## src/rtl/vga_sync_gen.sv

```systemverilog
// vga_sync_gen: 640x480@60 VGA timing generator with pixel-rate divider,
// scan counters, registered active-low syncs and pixel/frame strobes.
`default_nettype none

module vga_sync_gen #(
  parameter int CLK_DIV   = 4,
  parameter int H_DISPLAY = 640,
  parameter int H_FRONT   = 16,
  parameter int H_SYNC    = 96,
  parameter int H_BACK    = 48,
  parameter int V_DISPLAY = 480,
  parameter int V_FRONT   = 10,
  parameter int V_SYNC    = 2,
  parameter int V_BACK    = 33
) (
  input  logic       clk,
  input  logic       reset,
  output logic       hsync,
  output logic       vsync,
  output logic       video_on,
  output logic       p_tick,
  output logic       f_tick,
  output logic [9:0] pixel_x,
  output logic [9:0] pixel_y
);

  localparam int H_TOTAL = H_DISPLAY + H_FRONT + H_SYNC + H_BACK;
  localparam int V_TOTAL = V_DISPLAY + V_FRONT + V_SYNC + V_BACK;
  localparam int DIV_W   = (CLK_DIV > 1) ? $clog2(CLK_DIV) : 1;

  localparam logic [DIV_W-1:0] DIV_LAST = DIV_W'(CLK_DIV - 1);
  localparam logic [9:0] H_LAST   = 10'(H_TOTAL - 1);
  localparam logic [9:0] V_LAST   = 10'(V_TOTAL - 1);
  localparam logic [9:0] H_VIS    = 10'(H_DISPLAY);
  localparam logic [9:0] V_VIS    = 10'(V_DISPLAY);
  localparam logic [9:0] HS_FIRST = 10'(H_DISPLAY + H_FRONT);
  localparam logic [9:0] HS_LAST  = 10'(H_DISPLAY + H_FRONT + H_SYNC - 1);
  localparam logic [9:0] VS_FIRST = 10'(V_DISPLAY + V_FRONT);
  localparam logic [9:0] VS_LAST  = 10'(V_DISPLAY + V_FRONT + V_SYNC - 1);

  logic [DIV_W-1:0] div_cnt;
  logic [9:0]       x_next;
  logic [9:0]       y_next;
  logic             line_end;
  logic             frame_end;

  assign p_tick    = (div_cnt == DIV_LAST);
  // Wrap on >= so a count can never run past the last position.
  assign line_end  = (pixel_x >= H_LAST);
  assign frame_end = (pixel_y >= V_LAST);

  always_comb begin
    x_next = pixel_x;
    y_next = pixel_y;
    if (p_tick) begin
      if (line_end) begin
        x_next = 10'd0;
        y_next = frame_end ? 10'd0 : pixel_y + 10'd1;
      end else begin
        x_next = pixel_x + 10'd1;
      end
    end
  end

  // Syncs come from the next-state counts so they line up with pixel_x/pixel_y.
  always_ff @(posedge clk) begin
    if (reset) begin
      div_cnt <= '0;
      pixel_x <= 10'd0;
      pixel_y <= 10'd0;
      hsync   <= 1'b1;
      vsync   <= 1'b1;
    end else begin
      div_cnt <= p_tick ? '0 : div_cnt + 1'b1;
      pixel_x <= x_next;
      pixel_y <= y_next;
      hsync   <= !((x_next >= HS_FIRST) && (x_next <= HS_LAST));
      vsync   <= !((y_next >= VS_FIRST) && (y_next <= VS_LAST));
    end
  end

  assign video_on = (pixel_x < H_VIS) && (pixel_y < V_VIS);
  assign f_tick   = p_tick && (pixel_x == H_LAST) && (pixel_y == V_LAST);

endmodule

`default_nettype wire

```

## config.mk

```make
export PLATFORM = sky130hd
export DESIGN_NAME = vga_sync_gen
export DESIGN_NICKNAME = d
export VERILOG_FILES = /design/src/rtl/vga_sync_gen.sv
export SDC_FILE = /design/constraint.sdc
export NUM_CORES = 1
export LEC_CHECK = 0
export ABC_AREA = 1
export CAP_MARGIN = 20
export CORE_MARGIN = 2
export CORE_UTILIZATION = 60
export DETAILED_ROUTE_END_ITERATION = 6
export DONT_BUFFER_PORTS = 1
export PLACE_DENSITY = 0.76
export SKIP_CTS_REPAIR_TIMING = 1
export SYNTH_ARGS = -nofsm -noshare
export SYNTH_HDL_FRONTEND = slang
export SYNTH_SLANG_ARGS = --single-unit
```

## constraint.sdc

```tcl
create_clock -name clk -period 3.17 [get_ports clk]
set_clock_uncertainty 0.2 [all_clocks]
set_input_delay 0.634 -clock clk [delete_from_list [all_inputs] [get_ports clk]]
set_output_delay 0.634 -clock clk [all_outputs]
set_load 0.05 [all_outputs]
```

# Word-level counts from Yosys, hierarchy flattened
# Cells that the tools add are included.
[totals] reg_bits=24 inputBits=2
[classes] muxes=5 order_cmp=8 add_sub_neg=3 eq_ne=3 reduce_logical=8
[op_table] cell="two-way mux 10 bit" count=5
[op_table] cell=">= comparator 10 bit, second input constant" count=3
[op_table] cell="adder 10 x 1 -> 10 bit, second input constant" count=2
[op_table] cell="== test 10 bit, second input constant" count=2
[op_table] cell=">= comparator 10 x 9 -> 1 bit, second input constant" count=1
[op_table] cell="less-or-equal comparator 10 bit, second input constant" count=1
[op_table] cell="less-or-equal comparator 10 x 9 -> 1 bit, second input constant" count=1
[op_table] cell="less-than comparator 10 bit, second input constant" count=1
[op_table] cell="less-than comparator 10 x 9 -> 1 bit, second input constant" count=1
[op_table] cell="logical AND 1 bit" count=5
[op_table] cell="adder 2 x 1 -> 2 bit, second input constant" count=1
[op_table] cell="== test 2 bit, second input constant" count=1
[op_table] cell="zero test 1 bit" count=2
[op_table] cell="OR reduction 2 bit" count=1

# Logic depth before layout (Yosys ltp)
[depth] word_depth=7 depth_mapped=14 depth_no_buf=14

# Worst setup path before layout
# No wires, ideal clock.
[synth_path] path_kind="register to output" start="register pixel_x[9]" end="output port video_on" required_ns=2.336 slack_ns=-0.799 path_stages_with_launch=4 t_arrival_ns=3.135 path_buffers=0 path_cell_list="dfxtp_1 > nand2_1 > inv_1 > a2111oi_0"
[synth_between] elab_chain_len=2
[synth_lines] element="start, declared" line="23" text="output logic [9:0] pixel_x,"
[synth_lines] element="start signal, assigned" line="75" text="pixel_x <= x_next;"
[synth_lines] element="less-than comparator 10 bit" line="82" text="assign video_on = (pixel_x < H_VIS) && (pixel_y < V_VIS);"
[synth_lines] element="logical AND 1 bit" line="82"
[synth_lines] element="end, declared" line="20" text="output logic video_on,"
# Every way passes these cells.

# Final worst setup path
[layout_path] start="register pixel_y[5]" end="output port video_on"
[layout_between] elab_chain_len=2
[layout_lines] element="start, declared" line="24" text="output logic [9:0] pixel_y"
[layout_lines] element="start signal, assigned" line="76" text="pixel_y <= y_next;"
[layout_lines] element="less-than comparator 10 x 9 -> 1 bit" line="82"
[layout_lines] element="logical AND 1 bit" line="82"
# Every way passes these cells.

==> reports/metrics.yaml <==
yosysSeqAreaShare_pct: 34.8
start_util_pct: 63.0
cp-start-kind: "register"
place_ws_ns: 0.757
yosysMostFrequentCell: "nand2_1"
hpwl_um: 2580
crit_slowest_cell: "dfxtp_1"
drv_cap: 0
min_period_over_period_pct: 89.0
seq_power_share_pct: 64.8
htreeDepth: 1
routedWlPerCell_um: 13.0
first_pass_iters: 4
cp-end-kind: "output port"
synth.avg_cell_area_um2: 6.67
synth_top_area_share_pct: 34.8
synth_warnings: 0
worstPathRequired_ns: 2.34
synth_area_leaders: "dfxtp_1 (35%), nand2_1 (13%), nor2_1 (9.8%)"
grtUsageMet2_pct: 48.7
ant_nets: 0
drc: 0
grt_max_degree: 16
n_fill_cell: 199
synth_cell_types: 28
area_growth_syn_to_layout_pct: 11.5
synth_nets: 213
setup_ws_ns: 0.349
yosys-top-cells-count: "nand2_1 (47), nor2_1 (36), inv_1 (26)"
final_core_util_pct: 70.3
die_y_um: 52.0
cts_buffers: 3
grt_pass1_wl_um: 5520
finalHoldViolations: 0
grt_use_met1_pct: 31.4
cp_data_arrival_time_ns: 1.99
cts_root_buf: "clkbuf_4"
gp_congestion: 0.836
yosysTopAreaCell: "dfxtp_1"
wl_um: 3260
cts_buffer_depth: 2
slew_headroom_pct: 48.9
synth_top_flop_cell: "dfxtp_1"
synth_edf_count: 0
crit_buf_inv: 1
worst_ir_drop_vdd_mv: 0.343
worstMarginPinSlew_ns: 0.766
layout-drive-gt1-share_pct: 16.2
power.share.combinational_pct: 6.5
async_reset_ff_share_pct: 0
final_max_slew_viol_count: 0
setup_viol: 0
cp_top_family: "flip-flops"
cp_cell_sequence: "nand2_1 > nor3_1 > a2111oi_2 > buf_4"
ys_seq_elements: 24
powerDensity_nw_per_um2: 308
num_antenna_cells: 0
holdWs_ns: 0.156
syn-cell-area_um2: 1380
timing.fmax_mhz: 355
critPathMaxFanout: 5
clock-sinks: 24
reg2reg_slack_ns: 0.82
coreArea_um2: 2190
r2r_end: "vsync$_SDFF_PP1_"
drtIter0Drc: 36
rsz0062_at_grt: "no"
path_depth: 4
p_sw_share_pct: 24.5
overflow: 0
track_usage_pct: 27.7
reg2regPathDepth: 14
ios: 27
die_w_um: 52.0
clock_latency_ns: 0.32
switchingPower_mw: 0.116
regArea_um2: 480
numPortBuffers: 0
min_period_ns: 2.82
layout.nets: 230
slowest_delay_ns: 0.74
grt_pass1_vias: 1317
post_drt_via_cell_ratio: 5.57
status: "complete, no violations"
use_met3_pct: 4.89
worst-setup-path-type: "reg2out"
cp-startpoint: "pixel_y[5]$_SDFF_PP0_"
p_leak_nw: 0.768
cts_tree: "yes"
cp-endpoint: "video_on"
die-area_um2: 2700
antenna_found_initial: 0
clkPwrFrac_pct: 28.7
top_usage_layer: "met2"
syn_inst: 207
setup_tns_ns: 0
multiInputGateArea_um2: 773
p_int_mw: 0.359
power_mw: 0.475
via_count: 1392
crit-reg2reg-launch: "pixel_x[8]$_SDFF_PP0_"
rows: 17
path_clk_slew_ns: 0.13
hold_path.class: "in2reg"
[how the worst min path moves through the flow]
| stage | endpoint | startpoint | slack, ns | cells past startpoint |
|---|---|---|---|---|
| 4_1_cts | pixel_y[8]$_SDFF_PP0_ | reset | 0.16 | 1 |
| 3_3_place_gp | div_cnt[0]$_SDFF_PP0_ | div_cnt[0]$_SDFF_PP0_ | 0.21 | 1 |
| 3_5_place_dp | div_cnt[0]$_SDFF_PP0_ | div_cnt[0]$_SDFF_PP0_ | 0.22 | 1 |
| 2_1_floorplan | div_cnt[0]$_SDFF_PP0_ | div_cnt[0]$_SDFF_PP0_ | 0.20 | 1 |
| 5_1_grt | pixel_x[5]$_SDFF_PP0_ | reset | 0.15 | 1 |
| 6_report | pixel_y[8]$_SDFF_PP0_ | reset | 0.16 | 1 |
[final cells by class]
class | count | area share, %
Multi-Input combinational cell | 149 | 50.2
Sequential cell | 24 | 31.2
Inverter | 31 | 7.55
Timing Repair Buffer | 15 | 7.31
Tap cell | 28 | 2.27
Clock buffer | 3 | 1.46
[state kept, by name, summed over array words and instances, names as in the netlist]
| register | flops |
|---|---|
| pixel_y | 10 |
| pixel_x | 10 |
| hsync | 1 |
| vsync | 1 |
| div_cnt | 2 |
[power groups by stage]
stage	sequential, mW	combinational, mW	clock (mW)
5_1_grt	0.309	0.0342	0.148
3_5_place_dp	0.315	0.0309	0
3_3_place_gp	0.314	0.0296	0
2_1_floorplan	0.319	0.0214	0
4_1_cts	0.308	0.0310	0.137
6_report	0.308	0.0308	0.136
[cell families (layout without fill, tap and decap cells)]
group / after synthesis / count (layout) / synth area share (%)
compound gates: 13 / 13 / 5.16
fa+ha+maj: 4 / 4 / 3.62
simple gates: 127 / 127 / 43.1
flops: 24 / 24 / 34.8
xor+xnor: 5 / 5 / 3.17
buf+inv: 34 / 49 / 10.1
[through the flow]
stage,cells,cell area [µm²]
global route,250,1540
detailed placement,247,1520
global placement,247,1520
finish,250,1540
floorplan,207,1390
CTS,250,1540
[layout by cell type (no fill, tap or decap)]
cell / instances
or2_2: 1
ha_1: 4
xor2_1: 4
nor2_2: 2
nand3_1: 21
nor2_1: 36
inv_2: 5
nand4_4: 1
xnor2_1: 1
nor3_2: 1
a21oi_1: 4
a2111oi_2: 1
clkbuf_4: 3
buf_4: 15
nand2_4: 3
nor2_4: 1
inv_1: 26
nor3_1: 4
o21ai_0: 4
nor4_2: 1
o21ai_1: 3
nand3b_1: 1
dfxtp_1: 24
o21bai_1: 1
nand4_1: 6
nand2_1: 47
nand2_2: 2
[metal layers]
metal	part of all wire, %	up-vias	wire length, µm
met5	0	-	0
met4	3.4	0	112
met3	5.6	17	182
met2	50	50	1620
met1	41	638	1340
li1	-	687	-
Power figures use the tool's default switching activity.
